==> src/rtl/dram_cmd_responder.sv <==
// DDR5 device-side command responder: per-bank state/timing checks and data-burst windows.
module dram_cmd_responder #(
    parameter int unsigned TRCD     = 39,
    parameter int unsigned TRP      = 39,
    parameter int unsigned TRAS     = 76,
    parameter int unsigned TRC      = 115,
    parameter int unsigned TRTP     = 18,
    parameter int unsigned TWR      = 30,
    parameter int unsigned TCAS     = 40,
    parameter int unsigned CWL      = 38,
    parameter int unsigned TBURST   = 8,
    parameter int unsigned BQ_DEPTH = 4
) (
    input  logic        clock,
    input  logic        reset_n,
    input  logic        cmd_valid,
    input  logic [2:0]  cmd,
    input  logic [2:0]  cmd_bg,
    input  logic [1:0]  cmd_ba,
    input  logic [15:0] cmd_row,
    input  logic [9:0]  cmd_col,
    output logic        err_valid,
    output logic [3:0]  err_code,
    output logic        rd_valid,
    output logic        wr_strobe,
    output logic [2:0]  burst_bg,
    output logic [1:0]  burst_ba,
    output logic [9:0]  burst_col,
    output logic [31:0] bank_open
);

    localparam int unsigned NumBanks = 32;
    localparam int unsigned CntW     = 8;
    localparam int unsigned TWrPre   = CWL + TBURST + TWR;
    localparam int unsigned PtrW     = (BQ_DEPTH > 1) ? $clog2(BQ_DEPTH) : 1;
    localparam int unsigned CntQW    = $clog2(BQ_DEPTH + 1);

    localparam logic [2:0] CmdNop = 3'd0;
    localparam logic [2:0] CmdAct = 3'd1;
    localparam logic [2:0] CmdRd  = 3'd2;
    localparam logic [2:0] CmdWr  = 3'd3;
    localparam logic [2:0] CmdPre = 3'd4;

    typedef enum logic {BankIdle = 1'b0, BankActive = 1'b1} bank_state_e;

    bank_state_e     bank_q     [NumBanks];
    logic [15:0]     open_row_q [NumBanks];
    logic [CntW-1:0] act_cnt_q  [NumBanks];
    logic [CntW-1:0] rw_cnt_q   [NumBanks];
    logic [CntW-1:0] pre_cnt_q  [NumBanks];

    logic [15:0]      now_q;
    logic [15:0]      last_end_q;
    logic             fifo_wr_q    [BQ_DEPTH];
    logic [15:0]      fifo_start_q [BQ_DEPTH];
    logic [2:0]       fifo_bg_q    [BQ_DEPTH];
    logic [1:0]       fifo_ba_q    [BQ_DEPTH];
    logic [9:0]       fifo_col_q   [BQ_DEPTH];
    logic [PtrW-1:0]  rd_ptr_q, wr_ptr_q, rd_nxt, wr_nxt, act_idx;
    logic [CntQW-1:0] count_q;

    logic [4:0]          bidx;
    logic                sel_open, is_act, is_rd, is_wr, is_pre;
    logic                accept, push, pop, full, conflict, act_valid;
    logic [3:0]          code_d;
    logic [15:0]         start, bus_diff, next_cyc, head_diff, next_diff;
    logic [NumBanks-1:0] bank_hit;

    // Saturating down-count; a new load only ever lengthens the remaining wait.
    function automatic logic [CntW-1:0] next_cnt(input logic [CntW-1:0] cur, input logic load,
                                                 input logic [CntW-1:0] val);
        logic [CntW-1:0] dec;
        dec = (cur == '0) ? '0 : cur - 1'b1;
        return (load && val > dec) ? val : dec;
    endfunction

    assign bidx     = {cmd_bg, cmd_ba};
    assign sel_open = (bank_q[bidx] == BankActive);
    assign is_act   = (cmd == CmdAct);
    assign is_rd    = (cmd == CmdRd);
    assign is_wr    = (cmd == CmdWr);
    assign is_pre   = (cmd == CmdPre);

    assign rd_nxt = (rd_ptr_q == PtrW'(BQ_DEPTH - 1)) ? '0 : rd_ptr_q + PtrW'(1);
    assign wr_nxt = (wr_ptr_q == PtrW'(BQ_DEPTH - 1)) ? '0 : wr_ptr_q + PtrW'(1);

    // Burst timing: next_cyc is the data cycle the registered outputs will represent.
    assign next_cyc  = now_q + 16'd1;
    assign head_diff = next_cyc - fifo_start_q[rd_ptr_q];
    assign next_diff = next_cyc - fifo_start_q[rd_nxt];
    assign pop       = (count_q != '0) && (head_diff == 16'(TBURST));
    assign full      = ((count_q - CntQW'(pop)) == CntQW'(BQ_DEPTH));
    assign start     = now_q + (is_rd ? 16'(TCAS) : 16'(CWL));
    assign bus_diff  = start - last_end_q;
    // Modular compare: a negative distance to the last scheduled end means overlap.
    assign conflict  = (count_q != '0) && bus_diff[15];

    // Command check in priority order; first failing code wins.
    always_comb begin
        code_d = 4'd0;
        if (cmd_valid) begin
            case (cmd)
                CmdNop: code_d = 4'd0;
                CmdAct: begin
                    if (sel_open)                        code_d = 4'd1;
                    else if (act_cnt_q[bidx] != '0)      code_d = 4'd2;
                end
                CmdRd, CmdWr: begin
                    if (!sel_open)                       code_d = 4'd3;
                    else if (rw_cnt_q[bidx] != '0)       code_d = 4'd4;
                    else if (full)                       code_d = 4'd8;
                    else if (conflict)                   code_d = 4'd7;
                end
                CmdPre: begin
                    if (sel_open && pre_cnt_q[bidx] != '0) code_d = 4'd5;
                end
                default: code_d = 4'd6;
            endcase
        end
    end

    assign accept = cmd_valid && (code_d == 4'd0) && (cmd != CmdNop);
    assign push   = accept && (is_rd || is_wr);

    // One-hot select of the bank touched by an accepted command.
    always_comb begin
        bank_hit = '0;
        if (accept) bank_hit[bidx] = 1'b1;
    end

    // Pick the burst owning the next data cycle: the head, or its back-to-back successor.
    always_comb begin
        act_valid = 1'b0;
        act_idx   = rd_ptr_q;
        if (count_q != '0 && head_diff < 16'(TBURST)) begin
            act_valid = 1'b1;
        end else if (count_q > CntQW'(1) && next_diff < 16'(TBURST)) begin
            act_valid = 1'b1;
            act_idx   = rd_nxt;
        end
    end

    // Per-bank timing counters.
    always_ff @(posedge clock or negedge reset_n) begin
        if (!reset_n) begin
            for (int b = 0; b < NumBanks; b++) begin
                act_cnt_q[b] <= '0;
                rw_cnt_q[b]  <= '0;
                pre_cnt_q[b] <= '0;
            end
        end else begin
            for (int b = 0; b < NumBanks; b++) begin
                act_cnt_q[b] <= next_cnt(act_cnt_q[b],
                                         bank_hit[b] && (is_act || (is_pre && sel_open)),
                                         is_act ? CntW'(TRC - 1) : CntW'(TRP - 1));
                rw_cnt_q[b]  <= next_cnt(rw_cnt_q[b], bank_hit[b] && is_act, CntW'(TRCD - 1));
                pre_cnt_q[b] <= next_cnt(pre_cnt_q[b], bank_hit[b] && (is_act || is_rd || is_wr),
                                         is_act ? CntW'(TRAS - 1) :
                                         is_rd  ? CntW'(TRTP - 1) : CntW'(TWrPre - 1));
            end
        end
    end

    // Bank FSM: IDLE -ACT-> ACTIVE -PRE-> IDLE; PRE to an idle bank changes nothing.
    always_ff @(posedge clock or negedge reset_n) begin
        if (!reset_n) begin
            for (int b = 0; b < NumBanks; b++) begin
                bank_q[b]     <= BankIdle;
                open_row_q[b] <= '0;
            end
        end else begin
            for (int b = 0; b < NumBanks; b++) begin
                if (bank_hit[b] && is_act) begin
                    bank_q[b]     <= BankActive;
                    open_row_q[b] <= cmd_row;
                end else if (bank_hit[b] && is_pre) begin
                    bank_q[b] <= BankIdle;
                end
            end
        end
    end

    // Bank-open vector straight from the bank state registers.
    always_comb begin
        for (int b = 0; b < NumBanks; b++) bank_open[b] = (bank_q[b] == BankActive);
    end

    // Pending-burst FIFO, free-running cycle counter and last scheduled burst end.
    always_ff @(posedge clock or negedge reset_n) begin
        if (!reset_n) begin
            now_q      <= '0;
            last_end_q <= '0;
            rd_ptr_q   <= '0;
            wr_ptr_q   <= '0;
            count_q    <= '0;
            for (int i = 0; i < BQ_DEPTH; i++) begin
                fifo_wr_q[i]    <= 1'b0;
                fifo_start_q[i] <= '0;
                fifo_bg_q[i]    <= '0;
                fifo_ba_q[i]    <= '0;
                fifo_col_q[i]   <= '0;
            end
        end else begin
            now_q <= now_q + 16'd1;
            if (push) begin
                fifo_wr_q[wr_ptr_q]    <= is_wr;
                fifo_start_q[wr_ptr_q] <= start;
                fifo_bg_q[wr_ptr_q]    <= cmd_bg;
                fifo_ba_q[wr_ptr_q]    <= cmd_ba;
                fifo_col_q[wr_ptr_q]   <= cmd_col;
                wr_ptr_q               <= wr_nxt;
                last_end_q             <= start + 16'(TBURST);
            end
            if (pop) rd_ptr_q <= rd_nxt;
            count_q <= count_q + CntQW'(push) - CntQW'(pop);
        end
    end

    // Registered error pulse and data-bus window outputs.
    always_ff @(posedge clock or negedge reset_n) begin
        if (!reset_n) begin
            err_valid <= 1'b0;
            err_code  <= 4'd0;
            rd_valid  <= 1'b0;
            wr_strobe <= 1'b0;
            burst_bg  <= '0;
            burst_ba  <= '0;
            burst_col <= '0;
        end else begin
            err_valid <= (code_d != 4'd0);
            if (code_d != 4'd0) err_code <= code_d;
            rd_valid  <= act_valid && !fifo_wr_q[act_idx];
            wr_strobe <= act_valid && fifo_wr_q[act_idx];
            burst_bg  <= act_valid ? fifo_bg_q[act_idx]  : 3'd0;
            burst_ba  <= act_valid ? fifo_ba_q[act_idx]  : 2'd0;
            burst_col <= act_valid ? fifo_col_q[act_idx] : 10'd0;
        end
    end

endmodule

==> config.mk <==
export PLATFORM = sky130hd
export DESIGN_NAME = dram_cmd_responder
export DESIGN_NICKNAME = d
export VERILOG_FILES = /design/src/rtl/dram_cmd_responder.sv
export SDC_FILE = /design/constraint.sdc
export NUM_CORES = 2
export LEC_CHECK = 0
export CAP_MARGIN = 20
export CORE_ASPECT_RATIO = 2
export CORE_MARGIN = 1.5
export CORE_UTILIZATION = 50
export CTS_CLUSTER_SIZE = 14
export DETAILED_ROUTE_END_ITERATION = 10
export DONT_BUFFER_PORTS = 1
export SLEW_MARGIN = 20
export SYNTH_ARGS = -nofsm -noshare
export SYNTH_HDL_FRONTEND = slang
export SYNTH_SLANG_ARGS = --single-unit
==> constraint.sdc <==
create_clock -name clock -period 10.31 [get_ports clock]
set_input_delay 1.5465 -clock clock [delete_from_list [all_inputs] [get_ports clock]]
set_output_delay 1.5465 -clock clock [all_outputs]
set_load 0.03 [all_outputs]
======== After elaboration in Yosys (flattened, before gate mapping) ========
Index checks and enable logic that the tools add are counted.
word-level totals
  input bits .............................. 37
  word-level logic and storage cells ...... 1,092
  register bits ........................... 989
cells by class
  eq/ne operators ......................... 8
  $lt $le $gt $ge ......................... 107
  bitwise gates (word level) .............. 5
  $add $sub $neg .......................... 107
  reductions and logical operators ........ 379
  multiplexer cells ....................... 326
operators by type and width
  kind                 number
  $mux 8               198
  $logic_not 8->1      96
  $sub 8x1->8 const B  96
  $gt 8x8->1           62
  $gt 6x8->1 const A   32
  $logic_and 1x1->1    237
  $bmux 8 s5           3
  $mux 16              5
  $mux 1               72
  $bmux 16 s2          2
  $bwmux 64            1
  $reduce_bool 2->1    32
  $sub 16x16->16       3
  $bwmux 40            1
  $mux 10              4
  $demux 16 s2         1
  $lt 16x4->1 const B  2
  $mux 32              1
  $mux 4               6
  $reduce_bool 8->1    3
  $mux 7               3
  $bmux 10 s2          1
  $demux 10 s2         1
  $mux 2               9
  40 further kinds     61

======== Logic depth before layout (Yosys ltp) ========
  depth after elaboration ................. 21
  mapped depth ............................ 34
  mapped depth without buffers ............ 27

======== Least setup slack after synthesis ========
No wires, ideal clock.
  kind .................................... in2reg
  from .................................... input cmd[1]
  to ...................................... register count_q[2]
  slack ................................... 911 ps
  required time ........................... 10,188 ps
  data arrival time ....................... 9,278 ps
  path buffers ............................ 5
  stages .................................. 31
  path through ............................ clkbuf_1 > nor2b_1 > nand2b_1 > clkbuf_1 > clkbuf_1 > inv_1 > fa_1 > nor2b_1 > o21ai_0 > a21boi_1 > nand3_1 > xnor2_1 > ha_1 > a21o_1 > a21o_1 > a21o_1 > a21oi_1 > nor2b_1 > o21ai_0 > a2111oi_0 > o31a_1 > nor2_1 > nand4_1 > buf_2 > buf_2 > ha_1 > inv_1 > ha_1 > inv_1 > fa_1 > xor2_1
between the ends
  longest elaborated chain between the ends .. 17
  elaborated cells between the ends (all ways) .. 24
  those cells by class .................... 4 x add/sub; 4 x eq/ne; 7 x mux; 9 x reduce/logical
ends and longest elaborated chain
  what                             line  text
  from (decl)                      17    input logic [2:0] cmd,
  $eq 3x2->1                       80    assign is_rd = (cmd == CmdRd);
  $mux 4                           93    assign start = now_q + (is_rd ? 16'(TCAS) : 16'(CWL));
  $add 16x6->16                    93
  named net start[9]               66    logic [15:0] start, bus_diff, next_cyc, head_diff, next_diff;
  $sub 16x16->16                   94    assign bus_diff = start - last_end_q;
  $logic_and 1x1->1                96    assign conflict = (count_q != '0) && bus_diff[15];
  $mux 3                           112   else if (conflict) code_d = 4'd7;
  $mux 4                           111   else if (full) code_d = 4'd8;
  $mux 4                           110   else if (rw_cnt_q[bidx] != '0) code_d = 4'd4;
  $mux 4                           109   if (!sel_open) code_d = 4'd3;
  $pmux 4 s4                       102   case (cmd)
  $mux 4                           101   if (cmd_valid) begin
  $logic_not 4->1                  122   assign accept = cmd_valid && (code_d == 4'd0) && (cmd != CmdNop);
  $logic_and 1x1->1 (2 in series)  122
  $logic_and 1x1->1                123   assign push = accept && (is_rd || is_wr);
  $add 3x1->3                      215   count_q <= count_q + CntQW'(push) - CntQW'(pop);
  $sub 3x1->3                      215
  to (signal assigned)             215
  to (decl)                        60    logic [CntQW-1:0] count_q;
The timed path passes the listed nets, and every way through them passes these cells.
A chain may end at the register's enable or synchronous reset.

======== Worst setup path after layout ========
  from .................................... register rd_ptr_q[1]
  to ...................................... register fifo_bg_q[9] (netlist bit)
between the ends
  longest elaborated chain between the ends .. 18
ends and longest elaborated chain
  what                                         line  text
  from (decl)                                  59    logic [PtrW-1:0] rd_ptr_q, wr_ptr_q, rd_nxt, wr_nxt, act_idx;
  from (signal assigned)                       214   if (pop) rd_ptr_q <= rd_nxt;
  $not 2->3 (not written as such)              89    assign head_diff = next_cyc - fifo_start_q[rd_ptr_q];
  $bmux 16 s2                                  89
  $mux 16 (not written as such) (2 in series)  89
  $sub 16x16->16                               89
  $eq 16x4->1                                  91    assign pop = (count_q != '0) && (head_diff == 16'(TBURST));
  $logic_and 1x1->1                            91
  named net pop                                64    logic accept, push, pop, full, conflict, act_valid;
  $sub 3x1->3                                  92    assign full = ((count_q - CntQW'(pop)) == CntQW'(BQ_DEPTH));
  $eq 3x3->1                                   92
  $mux 4                                       111
  $mux 4                                       110
  $mux 4                                       109
  $pmux 4 s4                                   102
  $mux 4                                       101
  $logic_not 4->1                              122
  $logic_and 1x1->1 (2 in series)              122
  $logic_and 1x1->1                            123
  to (signal, indexed assignment)              208   fifo_bg_q[wr_ptr_q] <= cmd_bg;
  to (decl)                                    56    logic [2:0] fifo_bg_q [BQ_DEPTH];
The timed path passes the listed nets, and every way through them passes these cells. The select of a mux whose other input is x is not followed.

==> impl_metrics.yaml <==
route:
  wl_per_cell_um: 21.0
  drt-initial-drc-count: 2901
  drc: 0
  wirelength_um: 188000
  final_antenna_net_count: 0
  post_drt_via_cell_ratio: 6.07
  drt_first_pass_iters: 5
  vias: 54457
sta:
  drv_slew: 0
  final_critical_path_setup_slack_ps: 1830
  setup_viol: 0
  max_freq_ghz: 0.118
  period_minus_slack_ps: 8480
  tns_ps: 0
  hold_viol: 0
  period_share: 0.823
  max-slew-margin-rel: 0.197
  final.setup_skew_ps: 26.0
  worst-slew-pin-transition_ps: 1200
  whs_ps: 497
  grt_setup_unrepaired: "no"
clock_network:
  clockRootBuffer: "clkbuf_16"
  cts_resized: 0
  post_cts_buffers: 0
  htree_levels: 3
  clk_pin_slew_ps: 60
  clk_latency_ps: 730
  clockBufferDepth: 3
  cts_tree: "built"
  cts_buffers: 99
  ctsHoldBuffers: 0
  cts.sinks: 989
floorplanning:
  rows: 189
  fp.dieH_um: 521
  core_mm2: 0.133
  die_x_um: 262
  num_io_pins: 91
  die-area_mm2: 0.136
  start_util: 0.505
logic_synthesis:
  yosysTopAreaCell: "dfrtp_1"
  yosys_warnings: 0
  synth_most_common_cell: "dfrtp_1"
  syn-cell-area_mm2: 0.0671
  avgSynthCellArea_um2: 9.23
  synth_area_leaders: "dfrtp_1, ha_1, nand2_1"
  synth_edf_count: 0
  synth_cells: 7269
  synth_top_area_frac: 0.369
  ys_types: 95
  synth_nets: 7827
  ys_top_cells_by_count: "dfrtp_1, nand2_1, nor2_1"
  ys_ff_latch: 989
  ys.flop_type: "dfrtp_1"
  ys_seq_area_frac: 0.369
  async_flop_share: 1.00
placement:
  place.port_buffers: 0
  place_congestion: 0.933
  dp_hpwl_um: 131000
  place_ws_ps: 1690
worst_setup_path:
  crit_arrival_ps: 9080
  path_delay_family: "simple AND/OR/NAND/NOR gates"
  path_buf_inv: 2
  crit_fanout: 60
  critPathKind: "register to register"
  max_stage_delay_ps: 1390
  slowest_stage: "or4_2"
  worstPathRequired_ps: 10910
  worstSetupEndpointType: "register"
  worstPathCellList: "mux4_2 > inv_1 > ha_1 > nor2b_1 > o21ai_0 > nand3_1 > a41oi_1 > maj3_1 > a211oi_1 > or4_1 > a211oi_1 > or4b_4 > nor4_2 > buf_4 > ha_1 > xor2_1 > and3_1 > and3_1 > nand2_1 > nand3_4 > or4_2 > mux2_1"
  start_kind: "register"
power_and_ir_drop:
  power_density_mw_per_mm2: 209
  p_total_mw: 15.1
  ir_drop_mv: 0.129
  p_leak_nw: 32.2
global_routing:
  antenna_found_initial: 2
  grt_start_max_net_pins: 183
  overflow: 0
  grt_util_all_layers: 0.278
  grt_pass1_wl_um: 302000
  grt_pass1_vias: 57077
status:
  status: "finished clean"
layout:
  layout.nets: 7719
  area_growth_syn_to_layout_pct: 7.66
  drive_above_1_share: 0.0682
min_path:
  min-delay-path-class: "register to register"
flow_run:
  cap_violations: 0
[worst reg2reg max path: cells and delay by family (launching register included)]
family                     cells  cell delay, ps
buffers and inverters          2             290
muxes                          2            1000
xor gates and xnor gates       1              60
AOI/OAI and AO/OA              4            1230
adders and majority gates      3             720
DFF                            1            1010
and+or+nand+nor               10            4050
[routing by layer]
layer	vias up	share of wire	GRT usage	routed length (um)
met5	-	0	0	0
met4	0	0.053	0.141	10000
met3	473	0.049	0.0482	9220
met2	1019	0.54	0.529	101000
met1	27095	0.36	0.286	67900
li1	25870	-	-	-
[worst paths after layout]
path	startpoint	to	slack, ps	cells past startpoint
min in group asynchronous	reset_n	rw_cnt_q[3]$_DFF_PN0_	530	0
worst min register to register	rw_cnt_q[38]$_DFF_PN0_	rw_cnt_q[38]$_DFF_PN0_	500	2
worst max register to register	rd_ptr_q[1]$_DFFE_PN0P_	fifo_bg_q[9]$_DFFE_PN0P_	1830	22
max in group asynchronous	reset_n	pre_cnt_q[164]$_DFF_PN0_	7690	3
worst max-delay path	rd_ptr_q[1]$_DFFE_PN0P_	fifo_bg_q[9]$_DFFE_PN0P_	1830	22
worst min-delay path	rw_cnt_q[38]$_DFF_PN0_	rw_cnt_q[38]$_DFF_PN0_	500	2
[sequential cells by signal (all words and copies together), names as in the netlist, 4 cells and up]
| register | cells |
|---|---|
| act_cnt_q | 256 |
| pre_cnt_q | 256 |
| rw_cnt_q | 256 |
| fifo_start_q | 64 |
| fifo_col_q | 40 |
| bank_open | 32 |
| last_end_q | 16 |
| now_q | 16 |
| fifo_bg_q | 12 |
| burst_col | 10 |
| fifo_ba_q | 8 |
| err_code | 4 |
| fifo_wr_q | 4 |
[area by class of cell]
| type | count | area [um^2] |
|---|---|---|
| timing repair buffer | 58 | 606 |
| antenna | 1 | 2.50 |
| inverter | 393 | 1480 |
| clock buffer | 145 | 2960 |
| sequential | 989 | 24800 |
| tap | 1719 | 2150 |
| clock inverter | 41 | 470 |
| multi-input combinational | 5620 | 39800 |
| fill | 12158 | 60700 |
[stage by stage]
stage / utilization / std cells / cell area, um^2
2_1_floorplan: - / 7269 / 67100
3_3_place_gp: 0.516 / 8773 / 68600
3_5_place_dp: 0.517 / 8779 / 68800
4_1_cts: 0.543 / 8965 / 72200
5_1_grt: 0.543 / 8966 / 72200
6_report: 0.543 / 8966 / 72200
[kinds of logic (layout without fill, tap and decap cells)]
group | Yosys count | after routing | share of synthesized area
flip-flops | 989 | 989 | 0.369
adder cells (fa/ha/maj) | 536 | 536 | 0.0997
AO/OA/AOI/OAI | 1083 | 1083 | 0.109
buffers and inverters | 660 | 637 | 0.0400
XOR/XNOR | 471 | 471 | 0.0625
multiplexers | 495 | 495 | 0.0850
other | 0 | 1 | 0
AND/OR/NAND/NOR | 3035 | 3035 | 0.235
[where the power goes]
part | total (mW) | switching (mW) | leakage, nW | internal [mW]
sequential | 5.85 | 1.06 | 12.2 | 4.79
clock | 3.88 | 1.66 | 1.72 | 2.22
combinational | 5.37 | 3.02 | 18.3 | 2.35
total | 15.1 | 5.74 | 32.2 | 9.36
[cell usage in the layout (no fill, tap or decap), types with 28 or more instances in the layout]
master	instances
inv_1	387
nor2b_1	104
and3_1	65
a32oi_1	36
dfrtp_1	988
a2111oi_0	42
nand3b_1	45
nand4_1	75
nor3_1	483
mux2_1	134
and2_1	50
nand3_1	141
a311oi_1	28
mux4_2	39
or4_1	76
a21o_1	65
a21oi_1	226
nand2_1	712
o41ai_1	45
xor2_1	221
mux2_2	74
ha_1	518
or3_1	100
nor4b_1	45
buf_4	48
o22ai_1	30
xnor2_1	245
nor3b_1	41
or2_2	44
nor4_1	123
mux2i_1	248
a31oi_1	52
o211ai_1	29
o21ai_0	239
o21bai_1	55
nor2_1	646
nand2b_1	139
clkbuf_16	101
No activity file was read; power rests on OpenSTA's default activity.
